File: config.mk
export PLATFORM = sky130hd
export DESIGN_NAME = alu_exec_ctrl
export DESIGN_NICKNAME = d
export VERILOG_FILES = /design/src/rtl/alu_exec_pkg.sv /design/src/rtl/alu_exec_ctrl.sv
export SDC_FILE = /design/constraint.sdc
export NUM_CORES = 1
export LEC_CHECK = 0
export CORE_ASPECT_RATIO = 1.5
export CORE_MARGIN = 5
export CORE_UTILIZATION = 45
export DETAILED_ROUTE_END_ITERATION = 10
export DONT_BUFFER_PORTS = 1
export GPL_TIMING_DRIVEN = 0
export SLEW_MARGIN = 20
export SYNTH_ARGS = -nofsm -noshare
export SYNTH_HDL_FRONTEND = slang
export SYNTH_SLANG_ARGS = --single-unit
File: constraint.sdc
create_clock -name clk -period 1.8 [get_ports clk]
set_input_delay 0.45 -clock clk [delete_from_list [all_inputs] [get_ports clk]]
set_output_delay 0.45 -clock clk [all_outputs]
set_load 0.01 [all_outputs]
File: src/rtl/alu_exec_pkg.sv
// Shared definitions for the ALU execute sequencer: state encodings,
// ARM data-processing opcodes and the compare/test opcode rule.
package alu_exec_pkg;

    localparam logic [2:0] IDLE_ENC  = 3'd0;
    localparam logic [2:0] RD_RN_ENC = 3'd1;
    localparam logic [2:0] RD_RM_ENC = 3'd2;
    localparam logic [2:0] RD_RS_ENC = 3'd3;
    localparam logic [2:0] EXEC_ENC  = 3'd4;
    localparam logic [2:0] WB_ENC    = 3'd5;

    typedef enum logic [2:0] {
        S_IDLE  = IDLE_ENC,
        S_RD_RN = RD_RN_ENC,
        S_RD_RM = RD_RM_ENC,
        S_RD_RS = RD_RS_ENC,
        S_EXEC  = EXEC_ENC,
        S_WB    = WB_ENC
    } state_t;

    localparam logic [3:0] OP_AND = 4'd0;
    localparam logic [3:0] OP_EOR = 4'd1;
    localparam logic [3:0] OP_SUB = 4'd2;
    localparam logic [3:0] OP_RSB = 4'd3;
    localparam logic [3:0] OP_ADD = 4'd4;
    localparam logic [3:0] OP_ADC = 4'd5;
    localparam logic [3:0] OP_SBC = 4'd6;
    localparam logic [3:0] OP_RSC = 4'd7;
    localparam logic [3:0] OP_TST = 4'd8;
    localparam logic [3:0] OP_TEQ = 4'd9;
    localparam logic [3:0] OP_CMP = 4'd10;
    localparam logic [3:0] OP_CMN = 4'd11;
    localparam logic [3:0] OP_ORR = 4'd12;
    localparam logic [3:0] OP_MOV = 4'd13;
    localparam logic [3:0] OP_BIC = 4'd14;
    localparam logic [3:0] OP_MVN = 4'd15;

    // TST/TEQ/CMP/CMN only set flags and never write a destination register
    function automatic logic is_test_op(input logic [3:0] op);
        return op[3:2] == 2'b10;
    endfunction

endpackage

File: src/rtl/alu_exec_ctrl.sv
// Multi-cycle sequencer for the shared shifter + ALU execute datapath.
// Reads operands from a combinational-read register file one per cycle,
// drives the datapath for a single EXEC cycle, then writes back.
// Owns the architectural NZCV flags.
module alu_exec_ctrl
    import alu_exec_pkg::*;
(
    input  logic        clk,
    input  logic        rst_n,
    input  logic        in_valid,
    output logic        in_ready,
    input  logic [3:0]  in_alu_op,
    input  logic [2:0]  in_shift_op,
    input  logic        in_s,
    input  logic        in_by_reg,
    input  logic [7:0]  in_shift_imm,
    input  logic [3:0]  in_rn,
    input  logic [3:0]  in_rm,
    input  logic [3:0]  in_rs,
    input  logic [3:0]  in_rd,
    output logic [3:0]  rf_raddr,
    input  logic [31:0] rf_rdata,
    output logic        rf_we,
    output logic [3:0]  rf_waddr,
    output logic [31:0] rf_wdata,
    output logic [31:0] dp_a,
    output logic [31:0] dp_shift_data,
    output logic [7:0]  dp_shift_num,
    output logic [2:0]  dp_shift_op,
    output logic [3:0]  dp_alu_op,
    output logic        dp_write_nzcv,
    output logic        dp_c_in,
    output logic        dp_v_in,
    input  logic [31:0] dp_f,
    input  logic [3:0]  dp_nzcv,
    input  logic        flag_we,
    input  logic [3:0]  flag_wdata,
    output logic [3:0]  nzcv,
    output logic        done
);

    state_t      r_state;
    state_t      w_state_next;

    logic [3:0]  r_op;
    logic [2:0]  r_shift_op;
    logic        r_s;
    logic        r_by_reg;
    logic [3:0]  r_rn;
    logic [3:0]  r_rm;
    logic [3:0]  r_rs;
    logic [3:0]  r_rd;
    logic [31:0] r_op_a;
    logic [31:0] r_op_b;
    logic [7:0]  r_shift_num;
    logic [31:0] r_result;
    logic [3:0]  r_nzcv;

    logic        w_accept;
    logic        w_skip_rn;

    assign w_accept  = (r_state == S_IDLE) && in_valid;
    // MOV/MVN ignore the first operand, so its read cycle is skipped
    assign w_skip_rn = (in_alu_op == OP_MOV) || (in_alu_op == OP_MVN);
    assign nzcv      = r_nzcv;

    // State register
    always_ff @(posedge clk or negedge rst_n) begin
        if (!rst_n) begin
            r_state <= S_IDLE;
        end else begin
            r_state <= w_state_next;
        end
    end

    // Next-state logic plus register-file and datapath controls
    always_comb begin
        w_state_next  = r_state;
        in_ready      = 1'b0;
        rf_raddr      = 4'd0;
        rf_we         = 1'b0;
        rf_waddr      = 4'd0;
        rf_wdata      = 32'd0;
        dp_a          = 32'd0;
        dp_shift_data = 32'd0;
        dp_shift_num  = 8'd0;
        dp_shift_op   = 3'd0;
        dp_alu_op     = 4'd0;
        dp_write_nzcv = 1'b0;
        dp_c_in       = 1'b0;
        dp_v_in       = 1'b0;
        done          = 1'b0;
        case (r_state)
            S_IDLE: begin
                in_ready = 1'b1;
                if (in_valid) begin
                    w_state_next = w_skip_rn ? S_RD_RM : S_RD_RN;
                end
            end
            S_RD_RN: begin
                rf_raddr     = r_rn;
                w_state_next = S_RD_RM;
            end
            S_RD_RM: begin
                rf_raddr     = r_rm;
                w_state_next = r_by_reg ? S_RD_RS : S_EXEC;
            end
            S_RD_RS: begin
                rf_raddr     = r_rs;
                w_state_next = S_EXEC;
            end
            S_EXEC: begin
                dp_a          = r_op_a;
                dp_shift_data = r_op_b;
                dp_shift_num  = r_shift_num;
                dp_shift_op   = r_shift_op;
                dp_alu_op     = r_op;
                dp_write_nzcv = r_s;
                dp_c_in       = r_nzcv[1];
                dp_v_in       = r_nzcv[0];
                w_state_next  = S_WB;
            end
            S_WB: begin
                rf_we        = !is_test_op(r_op);
                rf_waddr     = r_rd;
                rf_wdata     = r_result;
                done         = 1'b1;
                w_state_next = S_IDLE;
            end
            default: begin
                w_state_next = S_IDLE;
            end
        endcase
    end

    // Instruction fields on accept, operands during the read cycles,
    // datapath result during EXEC; the result is held until overwritten
    always_ff @(posedge clk or negedge rst_n) begin
        if (!rst_n) begin
            r_op        <= 4'd0;
            r_shift_op  <= 3'd0;
            r_s         <= 1'b0;
            r_by_reg    <= 1'b0;
            r_rn        <= 4'd0;
            r_rm        <= 4'd0;
            r_rs        <= 4'd0;
            r_rd        <= 4'd0;
            r_op_a      <= 32'd0;
            r_op_b      <= 32'd0;
            r_shift_num <= 8'd0;
            r_result    <= 32'd0;
        end else begin
            if (w_accept) begin
                r_op        <= in_alu_op;
                r_shift_op  <= in_shift_op;
                r_s         <= in_s;
                r_by_reg    <= in_by_reg;
                r_rn        <= in_rn;
                r_rm        <= in_rm;
                r_rs        <= in_rs;
                r_rd        <= in_rd;
                // immediate amount stands unless RD_RS replaces it
                r_shift_num <= in_shift_imm;
            end
            if (r_state == S_RD_RN) begin
                r_op_a <= rf_rdata;
            end
            if (r_state == S_RD_RM) begin
                r_op_b <= rf_rdata;
            end
            if (r_state == S_RD_RS) begin
                r_shift_num <= rf_rdata[7:0];
            end
            if (r_state == S_EXEC) begin
                r_result <= dp_f;
            end
        end
    end

    // Flag register: an S=1 EXEC update takes priority over an external write
    always_ff @(posedge clk or negedge rst_n) begin
        if (!rst_n) begin
            r_nzcv <= 4'd0;
        end else if ((r_state == S_EXEC) && r_s) begin
            r_nzcv <= dp_nzcv;
        end else if (flag_we) begin
            r_nzcv <= flag_wdata;
        end
    end

endmodule

==> results_dict.tcl <==
set metrics [dict create \
    p_sw_share_pct 31.3 \
    dieArea_um2 16200 \
    cts-root-buf "clkbuf_16" \
    min_period_ns 2.13 \
    worstPathRequired_ns 1.35 \
    n_fill_cell 1122 \
    grt_pass1_wl_um 24800 \
    path_max_fanout 7 \
    insertion_delay_ns 0.41 \
    gp_congestion 0.739 \
    critical_path_class "flip-flop to primary output" \
    yosys_warnings 0 \
    die_w_um 105 \
    dp_hpwl_um 10800 \
    worst_ir_drop_vdd_uv 892 \
    area_delta_synth_final_pct 27.0 \
    syn-cell-area_um2 6160 \
    synthArstFlopShare_pct 100 \
    port_buffers 0 \
    path_cells "nor3b_4, buf_6, buf_12, clkbuf_16, and2_4" \
    worst_pin_slew_ns 0.340 \
    pwr-share-seq_pct 37.7 \
    synth_ff_type "dfrtp_1" \
    synth.most_common_cell "dfrtp_1" \
    firstDrtPassIters 4 \
    cts_tree "built" \
    vias 3844 \
    cp.arrival_ns 1.68 \
    synth.yosys.seq_area_share_pct 55.3 \
    synth-seq-cells 136 \
    drt_iter0_drc 112 \
    top_regs "r_op_a x32, r_op_b x32, r_result x32" \
    grt_use_total_pct 19.6 \
    cap_viol_max_count 0 \
    synth_top_area_share_pct 55.3 \
    finalCoreUtilization_pct 58.0 \
    hold_ws_ns -0.273 \
    clockBufferDepth 2 \
    pin_count 238 \
    drc_errors 0 \
    dpl_cell_area_um2 6360 \
    h-tree-depth 4 \
    final.setup.worst_slack_ns -0.329 \
    power.density_nw_per_um2 1870 \
    critPathLaunchType "flip-flop" \
    final_area_um2 7820 \
    cts.clk_slew.worst_paths_ns 0.06 \
    critPathCaptureType "primary output" \
    crit_slowest_cell "dfrtp_2" \
    netlist_instances 478 \
    power.total_mw 14.6 \
    cts_made_buffers 17 \
    crit_path_max_incr_delay_ns 0.44 \
    synthTopCellsByArea "dfrtp_1, mux2_2, and2_1, mux2i_1, clkbuf_1" \
    pwr-share-clk_pct 22.9 \
    grt-ovfl-total 0 \
    rsz0062_at_grt "true" \
    num_antenna_cells 0 \
    row_count 52 \
    combPwrFrac_pct 39.4 \
    routed_wl_um 15700 \
    fin_tns_setup_ns -37.10 \
    viasPerCell 5.51 \
    core-area_um2 13500 \
    power_switching_mw 4.59 \
    skew_ns 0.00870 \
    crit_family "buffers and inverters" \
    leakagePower_nw 3.39 \
    setup-violations-final 155 \
    violations "hold timing, setup timing" \
    wl_per_cell_um 22.5 \
    drive_above_1_share_pct 64.7 \
    critPathBufInv 3 \
    synth-edff-count 0 \
    fin_nets 632 \
    numClockSinks 136 \
    hold_class "input port to asynchronous set/reset pin" \
    grt_max_degree 137 \
    syn-num-nets 587 \
    yosys-top-cells-count "dfrtp_1, mux2_2, and2_1" \
    avgSynthCellArea_um2 12.9 \
    ys_types 29 \
    antenna_found_initial 0 \
    outcome "complete, but fails checks" \
    synth.largest_area_cell "dfrtp_1" \
    drv_slew 0 \
    internal_power_mw 10.1 \
    initial_core_util_pct 45.7 \
    die_h_um 153 \
    fin_crit_sh_pct 118 \
    grt_pass1_vias 4407 \
    finalHoldViolations 136 \
    ant_nets 0 \
    fmax_mhz 470 \
    slew-limit-headroom_pct 77.3 \
]
==> final cells by class <==
cell class | instances | area, µm² | share of cell area (%)
inverter | 3 | 11.3 | 0.144
sequential | 136 | 3410 | 43.6
clock inverter | 12 | 118 | 1.50
clock buffer | 20 | 457 | 5.84
timing repair buffer | 29 | 293 | 3.75
multi-input combinational | 307 | 2950 | 37.7
buffer | 29 | 379 | 4.85
tap | 162 | 203 | 2.59
==> what timing repair did <==
action | in CTS | in global routing
endpoints found under the setup margin | 208 | 188
pin swaps | 20 | 29
gates cloned | 5 | 2
resized for setup | 183 | 44
buffers inserted | 19 | 4
endpoints found under the hold margin | 136 | 136
==> cell usage in the layout (no fill, tap or decap), types with 2 or more instances in the layout <==
cell type	synthesis	layout
mux2_1	2	2
mux2i_1	12	12
dfrtp_2	0	3
buf_6	4	10
clkbuf_8	0	8
buf_12	0	5
clkbuf_16	0	21
nor3b_4	0	2
and2_4	0	117
clkinv_4	0	3
buf_4	6	25
buf_8	0	5
inv_1	3	3
o32ai_1	2	2
mux2_2	121	120
clkinvlp_4	0	4
a21oi_1	9	9
nor2_2	1	5
nand2_1	7	7
dfrtp_1	136	133
nor2_1	13	8
inv_6	0	3
o21ai_0	7	7
a22oi_2	0	4
clkbuf_2	0	2
==> power groups by stage <==
stage	clock network [mW]	logic [mW]	registers (mW)
after floorplan	0	3.62	5.16
after global placement	0	4.26	5.33
after detailed placement	0	4.39	5.41
after CTS	3.43	5.67	5.48
after global routing	3.57	6.25	5.74
final	3.35	5.77	5.52
==> final timing paths <==
kind                                   startpoint                     end  slack (ns)  cells past startpoint
min reg2reg                 r_op_b[5]$_DFFE_PN0N_   r_op_b[5]$_DFFE_PN0N_        0.48                      1
max                        r_state[0]$_DFFE_PN0P_        dp_shift_data[7]       -0.33                      5
max in group asynchronous                   rst_n  r_op_a[23]$_DFFE_PN0N_        1.90                      0
min in group clk                       dp_nzcv[3]     nzcv[3]$_DFFE_PN0P_        0.16                      2
max reg2reg                r_state[0]$_DFFE_PN0P_  r_op_b[12]$_DFFE_PN0N_       -0.09                      5
min                                         rst_n     r_op[1]$_DFFE_PN0P_       -0.27                      0
==> per-layer routing <==
layer | up-vias | global-route usage, % | wire, µm | part of all wire [%]
met5 | - | 0 | 0 | 0
met4 | 0 | 7.04 | 274 | 1.7
met2 | 180 | 33.2 | 8210 | 52
met3 | 18 | 9.11 | 1490 | 9.5
met1 | 1941 | 21.4 | 5710 | 36
li1 | 1705 | - | - | -
==> stage by stage <==
step           setup slack (ns)  std cells
2_1_floorplan            0.0215        478
3_3_place_gp             -0.499        640
3_5_place_dp             -0.560        640
4_1_cts                  -0.411        696
5_1_grt                  -0.409        698
6_report                 -0.329        698
==> logic make-up after synthesis <==
kind of cell           share of synthesized area [%]
AOI/OAI and AO/OA                               2.46
buffers and inverters                           3.13
DFF                                             55.3
muxes                                           24.5
and+or+nand+nor                                 14.7
(Power assumes the default switching activity.)
